## src/rtl/chip_readout_sampler.sv

```systemverilog
// ============================================================================
// Module   : chip_readout_sampler
// Brief    : Strobes a stochastic chip, samples its 4 synchronized output bits
//            and accumulates per-bit ones-counts over a requested run length.
// Revision : 1.0 - initial release
// ============================================================================
`default_nettype none

module chip_readout_sampler #(
  parameter int CntWidth     = 8,
  parameter int SettleCycles = 3
) (
  input  logic                  clk_i,
  input  logic                  rst_ni,
  input  logic                  start_i,
  input  logic                  abort_i,
  input  logic [CntWidth-1:0]   num_samples_i,
  output logic                  read_out_o,
  input  logic [3:0]            bit_i,
  output logic                  busy_o,
  output logic [4*CntWidth-1:0] count_o,
  output logic                  valid_o,
  input  logic                  ready_i
);

  localparam logic [2:0] c_IDLE   = 3'd0;
  localparam logic [2:0] c_PULSE  = 3'd1;
  localparam logic [2:0] c_SETTLE = 3'd2;
  localparam logic [2:0] c_SAMPLE = 3'd3;
  localparam logic [2:0] c_DONE   = 3'd4;

  localparam logic [3:0]          c_SETTLE_LAST = 4'(SettleCycles - 1);
  localparam logic [CntWidth-1:0] c_ONE         = {{(CntWidth-1){1'b0}}, 1'b1};

  logic [2:0]          r_state;
  logic [2:0]          w_next_state;
  logic [3:0]          r_sync1;
  logic [3:0]          r_sync2;
  logic [CntWidth-1:0] r_num;
  logic [CntWidth-1:0] r_sample_cnt;
  logic [CntWidth-1:0] w_sample_inc;
  logic [3:0]          r_settle_cnt;
  logic                r_read_out;
  logic                r_valid;
  logic                w_active;
  logic                w_accept;
  logic                w_clear;
  logic                w_sample_en;
  logic [CntWidth-1:0] r_cnt [4];

  assign w_active     = (r_state == c_PULSE) || (r_state == c_SETTLE) || (r_state == c_SAMPLE);
  assign w_accept     = (r_state == c_IDLE) && start_i;
  assign w_clear      = w_accept || (w_active && abort_i);
  assign w_sample_en  = (r_state == c_SAMPLE) && !abort_i;
  assign w_sample_inc = r_sample_cnt + c_ONE;

  always_comb begin
    w_next_state = r_state;
    case (r_state)
      c_IDLE: begin
        if (start_i) begin
          w_next_state = (num_samples_i != '0) ? c_PULSE : c_DONE;
        end
      end
      c_PULSE: begin
        w_next_state = abort_i ? c_IDLE : c_SETTLE;
      end
      c_SETTLE: begin
        if (abort_i) begin
          w_next_state = c_IDLE;
        end else if (r_settle_cnt == c_SETTLE_LAST) begin
          w_next_state = c_SAMPLE;
        end
      end
      c_SAMPLE: begin
        // Abort wins over the end-of-run exit.
        if (abort_i) begin
          w_next_state = c_IDLE;
        end else begin
          w_next_state = (w_sample_inc == r_num) ? c_DONE : c_PULSE;
        end
      end
      c_DONE: begin
        if (ready_i) begin
          w_next_state = c_IDLE;
        end
      end
      default: w_next_state = c_IDLE;
    endcase
  end

  // Two-flop synchronizer for the asynchronous chip outputs.
  always_ff @(posedge clk_i) begin
    if (!rst_ni) begin
      r_sync1 <= '0;
      r_sync2 <= '0;
    end else begin
      r_sync1 <= bit_i;
      r_sync2 <= r_sync1;
    end
  end

  // Strobe and valid are decoded from the next state so they leave flops.
  always_ff @(posedge clk_i) begin
    if (!rst_ni) begin
      r_state      <= c_IDLE;
      r_read_out   <= 1'b0;
      r_valid      <= 1'b0;
      r_settle_cnt <= '0;
      r_num        <= '0;
      r_sample_cnt <= '0;
    end else begin
      r_state      <= w_next_state;
      r_read_out   <= (w_next_state == c_PULSE);
      r_valid      <= (w_next_state == c_DONE);
      r_settle_cnt <= (r_state == c_SETTLE) ? r_settle_cnt + 4'd1 : 4'd0;
      if (w_accept) begin
        r_num <= num_samples_i;
      end
      if (w_clear) begin
        r_sample_cnt <= '0;
      end else if (w_sample_en) begin
        r_sample_cnt <= w_sample_inc;
      end
    end
  end

  generate
    for (genvar gi = 0; gi < 4; gi++) begin : g_cnt
      always_ff @(posedge clk_i) begin
        if (!rst_ni) begin
          r_cnt[gi] <= '0;
        end else if (w_clear) begin
          r_cnt[gi] <= '0;
        end else if (w_sample_en) begin
          r_cnt[gi] <= r_cnt[gi] + {{(CntWidth-1){1'b0}}, r_sync2[gi]};
        end
      end
      assign count_o[CntWidth*(gi+1)-1 -: CntWidth] = r_cnt[gi];
    end
  endgenerate

  assign read_out_o = r_read_out;
  assign valid_o    = r_valid;
  assign busy_o     = (r_state != c_IDLE);

endmodule

`default_nettype wire

```

## config.mk

```make
export PLATFORM = sky130hd
export DESIGN_NAME = chip_readout_sampler
export DESIGN_NICKNAME = d
export VERILOG_FILES = /design/src/rtl/chip_readout_sampler.sv
export SDC_FILE = /design/constraint.sdc
export NUM_CORES = 1
export LEC_CHECK = 0
export ABC_CLOCK_PERIOD_IN_PS = 3100
export BUFFER_PORTS_ARGS = -buffer_cell sky130_fd_sc_hd__clkbuf_2
export CAP_MARGIN = 20
export CORE_UTILIZATION = 30
export DETAILED_ROUTE_END_ITERATION = 10
export SETUP_SLACK_MARGIN = 0.02
export SYNTH_ARGS = -nofsm -noshare
export SYNTH_HDL_FRONTEND = slang
export SYNTH_SLANG_ARGS = --single-unit
```

## constraint.sdc

```tcl
create_clock -name clk_i -period 3.1 [get_ports clk_i]
set_clock_uncertainty 0.05 [all_clocks]
set_input_delay 0.155 -clock clk_i [delete_from_list [all_inputs] [get_ports clk_i]]
set_output_delay 0.155 -clock clk_i [all_outputs]
set_load 0.1 [all_outputs]
```

==> flow_results.org, run 1 <==
** Status
- The run finished with clean final reports.

** Die
- Pin placement for this block handled 52 I/O pins.
- The floorplan step set the die width to 103 µm.
- The floorplan step defined a core boundary enclosing 0.00986 mm².
- Initial Util :: 31.2%
- The initialized floorplan defines 36 standard-cell rows.
- The floorplan step defined a die boundary enclosing 0.0107 mm².
- Measured along the y axis, the die boundary spans 103 µm.

** Timing
- Count of final max-slew check failures :: 0
- Max Clock Freq :: 501 MHz
- Across all setup checks in the final design, the least slack found is 1100 ps.
- Worst hold slack across all endpoints :: 17.4 ps
- Setup violations, final :: 0
- Summed over all failing endpoints, the final setup total negative slack is 0 ps.
- For the finished layout, the period the worst path requires is approximately 2000 ps.
- The final hold violation count was 0.
- Measured slew at the worst slew-check pin :: ~760 ps
- Setup repair after global routing left no endpoint under its margin.
- The worst pin sits at a relative slew slack of 49.7%.
- Dividing the final minimum period by the clock period gives between 60% and 70%.

** Synth
- The largest total area in the synthesized netlist belongs to edfxtp_1.
- Dividing the synthesized area by the synthesized cell count gives 10.4 µm².
- Counting every net in the synthesized netlist gives 324.
- In the synthesized netlist, the number of instances is approximately 300.
- Summing the areas of all and, or, nand and nor instances in the mapped netlist gives 22.1% of the synthesized area.
- By area, the combinational part of the netlist is dominated by simple AND/OR/NAND/NOR gates.
- Post-Synth Adder-Cell Area :: 4.47%
- Xor/xnor cell area share of the yosys netlist :: between 10% and 20%
- Compound-gate portion of the synthesized area :: 7.85%
- Number of distinct library cells after synthesis :: 38
- In this run the cell area of the synthesized design comes to 0.00308 mm².
- Of the post-synthesis cell area, the part taken by muxes is 0.325%.
- Yosys attributes the largest share of cell area to edfxtp_1 (31%), dfxtp_1 (21%), xor2_1 (6.0%).
- Synth warnings :: 0
- The share of the Yosys chip area taken by registers is 52.7%.
- The synthesized design devotes to its leading area cell type 31.2% of total area.
- The synthesized design contains 65 register bits.

** Clock tree
- Clock-pin slew was measured on the worst setup and hold paths at 70 ps.
- The tree is rooted in a clkbuf_8.
- The H-tree was split into 3 levels.
- The number of setup buffers added after CTS is 0.
- Clock Path Buffers :: 2
- Clock tree synthesis inserted a total of 9 buffers.
- TritonCTS built the clock tree.
- Once the clock tree was built, the resizer swapped 0 gates to a different size.
- For the worst-skew pair, the clock arrives at the later sink with an insertion delay of between 300 and 400 ps.
- Clock tree synthesis found a total of 65 sinks.

** Routing
- Starting DRT DRC Count :: 84
- Using the TritonRoute via totals, the vias-per-cell ratio works out to 4.53.
- The routed design has approximately 5900 µm of wire.
- DRC Markers :: 0
- Detailed routing inserted a total of 2,223 vias.
- Before antenna repair, the detailed router went through 4 iterations.
- Mean routed wirelength per cell :: about 12 µm
- The detail route stage leaves a number of antenna-violating nets equal to 0.

** Global route
- Wire length of the first global-routing pass :: 9970 µm
- Number of global-route vias before repair :: 2,128
- Pin count of the biggest net entering global routing :: 32
- The initial antenna violation count is 0.
- In the global route stage, overall resource usage came out at between 10 and 15%.
- Total overflow reported by the global router :: 0

** Critical path
- Among all stages on the critical path, the largest delay is contributed by dfxtp_1.
- STA puts the critical path data arrival time at 2140 ps.
- The worst setup path is launched from a flop.
- Worst-path fanout max :: 7
- At the worst endpoint, the required time is about 3200 ps.
- The worst setup path is captured at a flop.
- Crit Path Category :: reg2reg
- Slowest stage delay, CP :: 430 ps
- The signal on the critical path passes through ha_1 > and3_1 > nand3_1 > xnor2_1 > o41ai_2 > a211oi_2.

** Finish
- Summing all flip-flop and latch instances after layout gives 0.00162 mm².
- Most common cell after layout, fill and taps aside :: clkbuf_2
- At the end of the flow, the number of nets in the layout was 381.
- Leaving out fill and tap cells, the most frequent cells in the layout are clkbuf_2 (51), nand2_1 (36), nor2_1 (34).
- Fraction of layout instances using a drive strength above 1 :: 21.5%
- The layout has roughly 1,000 filler cells.
- In the final layout, the multi-input gates occupy 0.00141 mm².
- The area growth from synthesis to layout is 20.5%.
- The repair_antennas step left the layout with diodes totalling 0.

** Placed design
- HPWL Detailed :: between 4000 and 5000 µm
- At the placement stage, the worst setup path has a slack of 1100 ps.
- The count of buffers added on input and output ports is 51.
- Routability-driven placement finished with a final weighted congestion of 0.835.

** Run
- Max-cap violations in this run came to 0.

** Power and ir drop
- Power density cells :: 549 mW/mm²
- The worst-case IR drop observed on VDD is approximately 0.34 mV.
- Summed over all cells, the static leakage comes to 1.48 nW.

** Min path
- The path class of the tightest hold or removal check is in2reg.
[cell type report]
| class | instances | area share (%) |
|---|---|---|
| flip-flops and latches | 65 | 43.7 |
| multi-input cells | 216 | 38.0 |
| repair buffers | 57 | 8.37 |
| well taps | 133 | 4.49 |
| clock buffers | 10 | 3.44 |
| clock inverters | 6 | 1.59 |
| inverters | 4 | 0.405 |
[synth_stat cells (all sizes together)]
| library cell | number |
|---|---|
| nor2 | 34 |
| o311a | 1 |
| and2 | 20 |
| o41ai | 1 |
| buf | 5 |
| and3 | 8 |
| a21boi | 8 |
| clkbuf | 6 |
| dfxtp | 33 |
| nor3b | 1 |
| nand2 | 36 |
| o21ai | 9 |
| and3b | 1 |
| o31ai | 5 |
| nor3 | 3 |
| inv | 4 |
| a211oi | 2 |
| nor4 | 3 |
| and4 | 1 |
| ha | 11 |
| edfxtp | 32 |
| o2bb2ai | 1 |
| nand4 | 3 |
| mux2i | 1 |
| nand3 | 23 |
| xor2 | 21 |
| nor2b | 1 |
| xnor2 | 16 |
| and4bb | 1 |
| a22o | 2 |
| a31oi | 1 |
| or4b | 2 |
[flip-flops by register name, summed over array words and instances, names as in the netlist]
| register | count |
|---|---|
| r_num | 8 |
| valid_o | 1 |
| r_sample_cnt | 8 |
| r_settle_cnt | 4 |
| r_state | 3 |
| r_cnt | 32 |
| r_sync2 | 4 |
| r_sync1 | 4 |
| read_out_o | 1 |
[metal layers]
metal / share of wire, % / track usage, % / up-vias
li1: - / - / 1142
met1: 49 / 15.9 / 1031
met2: 45 / 18.9 / 43
met3: 3.9 / 3.56 / 7
met4: 1.4 / 4.55 / 0
met5: 0 / 0 / -
[stage by stage]
step / cell area (µm²) / power (mW) / util, % / cells
finish: 3710 / 2.03 / 37.6 / 491
global route: 3710 / 2.12 / 37.6 / 491
CTS: 3710 / 2.07 / 37.6 / 491
detailed placement: 3480 / 1.37 / 35.3 / 471
global placement: 3480 / 1.37 / 35.3 / 471
floorplan: 3080 / 1.30 / - / 296
[power by group]
| part | internal [mW] | total (mW) | switching [mW] |
|---|---|---|---|
| clock | 0.366 | 0.682 | 0.316 |
| sequential | 0.946 | 0.985 | 0.0391 |
| combinational | 0.0702 | 0.367 | 0.297 |
| total | 1.38 | 2.03 | 0.652 |
[worst paths after layout]
check | start | endpoint | slack [ps] | depth (start not counted)
max | r_sample_cnt[0] | read_out_o | 1100 | 6
min | num_samples_i[0] | r_num[0] | 20 | 3
min reg2reg | r_sync1[1] | r_sync2[1] | 380 | 1
max reg2reg | r_sample_cnt[0] | read_out_o | 1100 | 6
[cells by family after synthesis]
family / after synthesis
muxes: 1
buffers and inverters: 15
DFF: 65
adders and majority gates: 11
AOI/OAI and AO/OA: 30
xor gates and xnor gates: 37
and+or+nand+nor: 137
[timing repair]
| item | 4_1_cts | 5_1_grt |
|---|---|---|
| endpoints found under the hold margin | 4 | 0 |
| endpoints found under the setup margin | 0 | 0 |
| hold buffers | 4 | 0 |
[worst max-delay path: cells and delay by family, from the launching register on]
kind	cells	cell delay, ps
simple gates	2	380
xor+xnor	1	200
flops	1	430
compound gates	2	520
fa+ha+maj	1	280
No activity file was read; power rests on OpenSTA's default activity.
==> inputs of run 2 (changes only) <==
Settings changed: ABC_CLOCK_PERIOD_IN_PS 3100 to 1830.
Clock period 3.1 ns to 1.83 ns, I/O delays scaled along.
==> flow_results.org, run 2 (same netlist as run 1, synthesis figures left out) <==
** Placed design
- HPWL Detailed :: 4610 µm (was 4130 µm)
- The placement-stage cell area is 0.00370 mm² (was 0.00348 mm²).
- Setup slack at placement :: -43.3 ps (was 1100 ps)
- The global placer's final weighted congestion is 0.817 (was 0.835).
- Cells after DPL :: 487 (was 471)
- The number of I/O port buffers is 51 (unchanged).

** Critical path
- The type of the worst setup path is reg2reg (unchanged).
- The required arrival time at the worst endpoint was 2030 ps (was 3240 ps).
- The arrival time reported for the critical path endpoint is 1930 ps (was 2140 ps).
- The sort of element at the start of the critical path is a flop (unchanged).
- Worst-path fanout max :: 5 (was 7)
- Cell class contributing the biggest share of worst-path delay :: compound AO/OA/AOI/OAI gates (unchanged)
- List of cells traversed by the critical path: ha_2 > and3b_1 > o311a_1 > o2bb2ai_2 > o41ai_4 > a211oi_2 (was ha_1 > and3_1 > nand3_1 > xnor2_1 > o41ai_2 > a211oi_2).
- The endpoint class of the critical path is a flop (unchanged).
- The slowest cell on the critical path is o311a_1 (was dfxtp_1).
- Slowest stage delay, CP :: 340 ps (was 430 ps)
- CP bufs+invs :: 0 (unchanged)

** Timing
- Unrepaired setup endpoints after global routing :: false (unchanged)
- Number of endpoints with negative hold slack in the final report :: 0 (unchanged)
- Ratio of final minimum period to clock period :: 94.4% (was 64.4%)
- Smallest setup slack after layout :: 103 ps (was 1100 ps)
- The achievable clock frequency came to 579 MHz (was 501 MHz).
- Setup violations, final :: 0 (unchanged)
- The slew at the pin closest to its max-slew limit came to 568 ps (was 755 ps).
- The minimum clock period after layout came to 1730 ps (was 2000 ps).
- The remaining max-slew budget at the tightest pin was 62.3% (was 49.7%).
- The max-slew violation count was 0 (unchanged).

** Finish
- The number of fill cells in the layout is 976 (was 1,011).
- The register with the most flip-flops is r_cnt (unchanged).
- Commonest cells after routing, fill and taps aside :: clkbuf_2 (51), nand2_1 (36), nor2_1 (34) (unchanged)
- Largest registers ranked by flip-flop count: r_cnt (32), r_num (8), r_sample_cnt (8) (unchanged).
- The antenna cell count was 0 (unchanged).
- The number of nets in the layout is 405 (was 381).
- The finished layout cell area came to 0.00406 mm² (was 0.00371 mm²).
- Most common cell after layout, fill and taps aside :: clkbuf_2 (unchanged)
- Multi-input gate area in the final layout :: 0.00155 mm² (was 0.00141 mm²)
- Final non-filler cell total :: 515 (was 491)
- The flip-flop count of the largest register, all copies and words added is 32 (unchanged).
- The growth of design area from synthesis to finish was 31.8% (was 20.5%).
- Sequential Area :: 0.00162 mm² (about the same)
- Fraction of layout instances using a drive strength above 1 :: 29.6% (was 21.5%)
- The final core area utilization is 41.1% (was 37.6%).

** Routing
- WL final :: 6370 µm (was 5910 µm)
- The post-route DRC violation count is 0 (unchanged).
- The starting DRC count in detailed routing came to 100 (was 84).
- The number of detailed-routing iterations run before antenna repair was 4 (unchanged).
- Detailed-route vias per instance :: 4.57 (was 4.53)
- Mean routed wirelength per cell :: 12.4 µm (was 12.0 µm)
- The number of vias in the routed layout is 2,354 (was 2,223).
- Number of routed nets with antenna violations :: 0 (unchanged)

** Die
- The chip height was 103 µm (unchanged).
- The effective utilization at floorplan was 31.2% (unchanged).
- The number of primary I/O pins is 52 (unchanged).
- The area of the placeable core came to 0.00986 mm² (unchanged).
- The number of rows in the core area was 36 (unchanged).
- Width of the chip :: 103 µm (unchanged)
- Area enclosed by the die boundary :: 0.0107 mm² (unchanged)

** Global route
- The global-route wire length before repair was 10,600 µm (was 9970 µm).
- The global routing usage summed across all routing layers came to 13.2% (was 12.1%).
- The initial antenna violation count came to 0 (unchanged).
- Pin count of the biggest net entering global routing :: 20 (was 32)
- The remaining global-route overflow came to 0 (unchanged).
- Number of global-route vias before repair :: 2,329 (was 2,128)

** Run
- Number of max-cap violations :: 0 (unchanged)

** Clock tree
- Clock latency at the later pin of the worst-skew pair :: 340 ps (was 330 ps)
- Clock sink count :: 65 (unchanged)
- The number of buffers created by CTS came to 9 (unchanged).
- The maximum buffer depth of the clock tree came to 2 (unchanged).
- The CTS tree is built (unchanged).
- The root cell of the clock tree is clkbuf_8 (unchanged).
- Clock transition at the registers of the reported paths :: 70 ps (about the same)
- The count of H-tree levels built during CTS came to 3 (unchanged).

** Min path
- Path type of the worst min-delay path :: in2reg (unchanged)

** Power and ir drop
- The static leakage is 1.60 nW (was 1.48 nW).
- Sum of internal, switching and leakage power :: 3.52 mW (was 2.03 mW)
- The power per cell area is 869 mW/mm² (was 549 mW/mm²).
- Worst-case vdd ir drop :: 0.363 mV (was 0.341 mV)

** Status
- Run status :: finished, final reports clean (unchanged)
-- run 2: cell count changes in the layout (fill, tap and decap cells not counted), moves of 2 or more --
cell	before	now
xnor2_2	0	2
nand3_1	23	17
dfxtp_2	0	2
nand3_2	0	6
ha_1	11	4
xnor2_1	16	14
ha_2	0	2
clkinvlp_4	2	0
o21ai_0	9	7
ha_4	0	5
buf_4	2	18
dfxtp_1	33	31
dlygate4sd3_1	4	12
-- run 2: report_power, final --
part | switching [mW] | leakage (nW) | internal [mW] | total, mW
Clock | 0.523 | 0.0978 | 0.659 | 1.18
Sequential | 0.0731 | 0.626 | 1.60 | 1.68
Combinational | 0.517 | 0.881 | 0.150 | 0.667
-- run 2: final cells by class --
type                    count  area share (%)
repair buffers             81            12.6
flip-flops and latches     65            40.0
well taps                 133            4.10
clock inverters             4            1.08
multi-input cells         216            38.2
clock buffers              12            3.58
inverters                   4           0.370
-- run 2: final timing paths --
kind	startpoint	to	slack (ps)	depth (start not counted)
max	r_sample_cnt[0]	read_out_o	100	6
min	rst_ni	r_sync2[1]	150	2
max reg2reg	r_sample_cnt[0]	read_out_o	100	6
min reg2reg	r_sync1[1]	r_sync2[1]	380	1
-- run 2: per-layer routing --
metal  GRT usage, %  wire length [µm]
met1           16.9              3090
met2           20.6              2930
met3           2.62               232
met4           7.69               118
met5              0                 0
-- run 2: what timing repair did --
item,CTS,global route
buffers inserted,0,0
pin swaps,1,3
endpoints found under the setup margin,2,34
endpoints found under the hold margin,12,0
hold buffers,12,0
gates resized for setup,1,10
-- run 2: metrics by stage --
stage	setup TNS, ps	hold WS, ps
CTS	0	121
detailed placement	-43.5	252
floorplan	-3720	169
global route	0	159
finish	0	145
global placement	0	256
==> inputs of run 3 (changes only) <==
Settings changed: CORE_UTILIZATION 30 to 50, PLACE_DENSITY set to 0.75.
==> flow_results.org, run 3 (same netlist as run 1, synthesis figures left out) <==
** Status
- Run status: finished, final reports clean (unchanged).

** Critical path
- The arrival time reported for the critical path endpoint came to 1760 ps (was 1930 ps).
- Required time worst endpoint :: 1820 ps (was 2030 ps)
- The sort of element at the start of the critical path is a flop (unchanged).
- The reg-to-reg setup timing slack was 60 ps (was 100 ps).
- R2r endpoint :: r_cnt[1][3] (was read_out_o)
- Capturing instance or port of the critical path :: r_cnt[1][3] (was read_out_o)
- The endpoint class of the critical path is a flop (unchanged).
- Startpoint of the worst-slack reg-to-reg timing path :: r_state[0] (was r_sample_cnt[0])
- The number of cells traversed by the worst register-to-register path is 5 (was 6).
- Crit Path Category :: reg2reg (unchanged)
- Worst setup path start :: r_state[0] (was r_sample_cnt[0])
- Worst-path fanout max :: 8 (was 5)

** Power and ir drop
- The fraction of power spent switching nets was 30.9% (was 31.6%).
- Switching power summed over all nets :: 1.13 mW (was 1.11 mW)
- Proportion of power drawn by flip-flops and latches :: 45.7% (was 47.6%)
- Leakage component of the power :: 1.63 nW (was 1.60 nW)
- The part of the power in the clock network was 35.6% (was 33.5%).
- Cell internal pwr :: 2.53 mW (was 2.41 mW)
- The maximum resistive drop on vdd came to 0.566 mV (was 0.363 mV).
- The post-route total power came to 3.67 mW (was 3.52 mW).
- The power share of the combinational group came to 18.7% (was 18.9%).
- Power density cells :: 896 mW/mm² (was 869 mW/mm²)

** Global route
- The via count of the first global-routing pass is 2,179 (was 2,329).
- The remaining global-route overflow was 0 (unchanged).
- The pin count of the biggest net entering global routing came to 18 (was 20).
- The initial antenna violation count was 0 (unchanged).
- The global-route wire length before repair is 10,100 µm (was 10,600 µm).
- The global routing usage summed across all routing layers was 21.1% (was 13.2%).

** Die
- Vertical die dimension :: 80.4 µm (was 103 µm)
- The number of primary I/O pins was 52 (unchanged).
- Area of the core :: 0.00592 mm² (was 0.00986 mm²)
- The number of rows in the core area is 28 (was 36).
- The total die area is 0.00647 mm² (was 0.0107 mm²).
- The overall die width is 80.4 µm (was 103 µm).
- Initial Util :: 52.0% (was 31.2%)

** Routing
- WL final :: 6290 µm (was 6370 µm)
- The post-route DRC violation count is 0 (unchanged).
- Detailed-route vias per instance :: 5.13 (was 4.57)
- Mean routed wirelength per cell :: 13.6 µm (was 12.4 µm)
- Detailed-route via count :: 2,368 (was 2,354)
- Starting DRT DRC Count :: 105 (was 100)
- Number of routed nets with antenna violations :: 0 (unchanged)
- Drt pass-1 iters :: 4 (unchanged)

** Finish
- The number of nets in the layout was 410 (was 405).
- The leading cell type in the layout, fill and taps excluded is clkbuf_2 (unchanged).
- Fraction of layout instances using a drive strength above 1 :: 31.8% (was 29.6%)
- Post-layout utilization of the core :: 69.1% (was 41.1%)
- The flip-flop count of the largest register, all copies and words added was 32 (unchanged).
- The register with the most flip-flops is r_cnt (unchanged).
- The growth of design area from synthesis to finish is 32.9% (was 31.8%).
- Number of antenna cells inserted :: 0 (unchanged)
- Commonest cells after routing, fill and taps aside: clkbuf_2 (51), nand2_1 (36), nor2_1 (34) (unchanged).
- The number of fill cells in the layout is 450 (was 976).
- Largest registers ranked by flip-flop count: r_cnt (32), r_num (8), r_sample_cnt (8) (unchanged).

** Clock tree
- H-tree depth :: 3 (unchanged)
- The root cell of the clock tree was clkbuf_8 (unchanged).
- Clock tree from TritonCTS :: built (unchanged)
- Clock Path Buffers :: 2 (unchanged)
- Clock transition at the registers of the reported paths :: 70 ps (about the same)
- Clock sink count :: 65 (unchanged)
- The number of buffers created by CTS was 9 (unchanged).
- Clock latency at the later pin of the worst-skew pair :: 340 ps (about the same)

** Timing
- Number of endpoints with negative hold slack in the final report :: 0 (unchanged)
- Max Clock Freq :: 565 MHz (was 579 MHz)
- Count of final max-slew check failures :: 0 (unchanged)
- The remaining max-slew budget at the tightest pin was 57.2% (was 62.3%).
- The share of the clock period used by the worst path was 96.8% (was 94.4%).
- Measured slew at the worst slew-check pin :: 642 ps (was 568 ps)
- The minimum clock period after layout was 1770 ps (was 1730 ps).
- Setup violations, final :: 0 (unchanged)
- Post-Route Setup TNS :: 0 ps (unchanged)
- Smallest setup slack after layout :: 59.4 ps (was 103 ps)

** Run
- The total of max-cap violations was 0 (unchanged).

** Placed design
- Setup slack at placement :: -200 ps (was -43.3 ps)
- The number of I/O port buffers was 51 (unchanged).
- HPWL Detailed :: 4110 µm (was 4610 µm)
- Final RePlAce weighted congestion :: 0.815 (was 0.817)

** Min path
- The path category of the worst min-delay check was in2reg (unchanged).
- Worst Hold Path Cells :: 5 (was 2)
-- run 3: changes by cell type in the layout (fill, tap and decap cells not counted), moves of 2 or more --
cell | before | now
buf_4 | 18 | 21
clkinv_2 | 2 | 0
dfxtp_1 | 31 | 27
dfxtp_2 | 2 | 6
-- run 3: power groups by stage --
stage	logic, mW	registers (mW)	clock network (mW)
4_1_cts	0.672	1.67	1.33
6_report	0.686	1.67	1.30
2_1_floorplan	0.166	2.06	0
5_1_grt	0.726	1.68	1.38
3_3_place_gp	0.640	1.70	0
3_5_place_dp	0.644	1.71	0
-- run 3: worst max-delay path: stages (launching register included) --
cell	delay (ps)
dfxtp_1	400
nor2b_2	230
a211oi_4	90
buf_4	170
o31ai_4	300
buf_4	240
-- run 3: worst min path at each step --
stage | from | to | slack, ps
6_report | start_i | r_num[3] | 200
5_1_grt | rst_ni | r_sync2[1] | 220
4_1_cts | start_i | r_num[5] | 170
3_5_place_dp | bit_i[2] | r_sync1[2] | 250
3_3_place_gp | bit_i[2] | r_sync1[2] | 250
2_1_floorplan | bit_i[0] | r_sync1[0] | 170
-- run 3: final cells by class --
type / instances / area, µm² / share of cell area [%]
clock inverters: 5 / 80.1 / 1.96
flip-flops and latches: 65 / 1630 / 39.8
inverters: 4 / 15.0 / 0.367
clock buffers: 11 / 131 / 3.21
well taps: 75 / 93.8 / 2.29
repair buffers: 85 / 553 / 13.5
multi-input cells: 217 / 1590 / 38.8
-- run 3: layer usage --
layer  global-route usage (%)  up-vias  part of all wire, %
li1                         -     1206                    -
met1                     26.3     1079                   45
met2                     32.5       65                   47
met3                     5.68       18                  5.0
met4                     12.3        0                  3.1
met5                        0        -                    0
-- run 3: through the flow --
step                cells  hold WS (ps)  instance area, µm²
finish                462           196                4090
global route          462           221                4090
CTS                   459           170                4000
detailed placement    430           252                3640
global placement      430           251                3640
floorplan             296           169                3200
-- run 3: timing repair --
item	CTS	global route
gates cloned	1	0
pin swaps	3	4
hold endpoints to repair	12	0
hold buffers	12	0
setup endpoints to repair	26	51
setup buffers	0	3
resized for setup	3	15
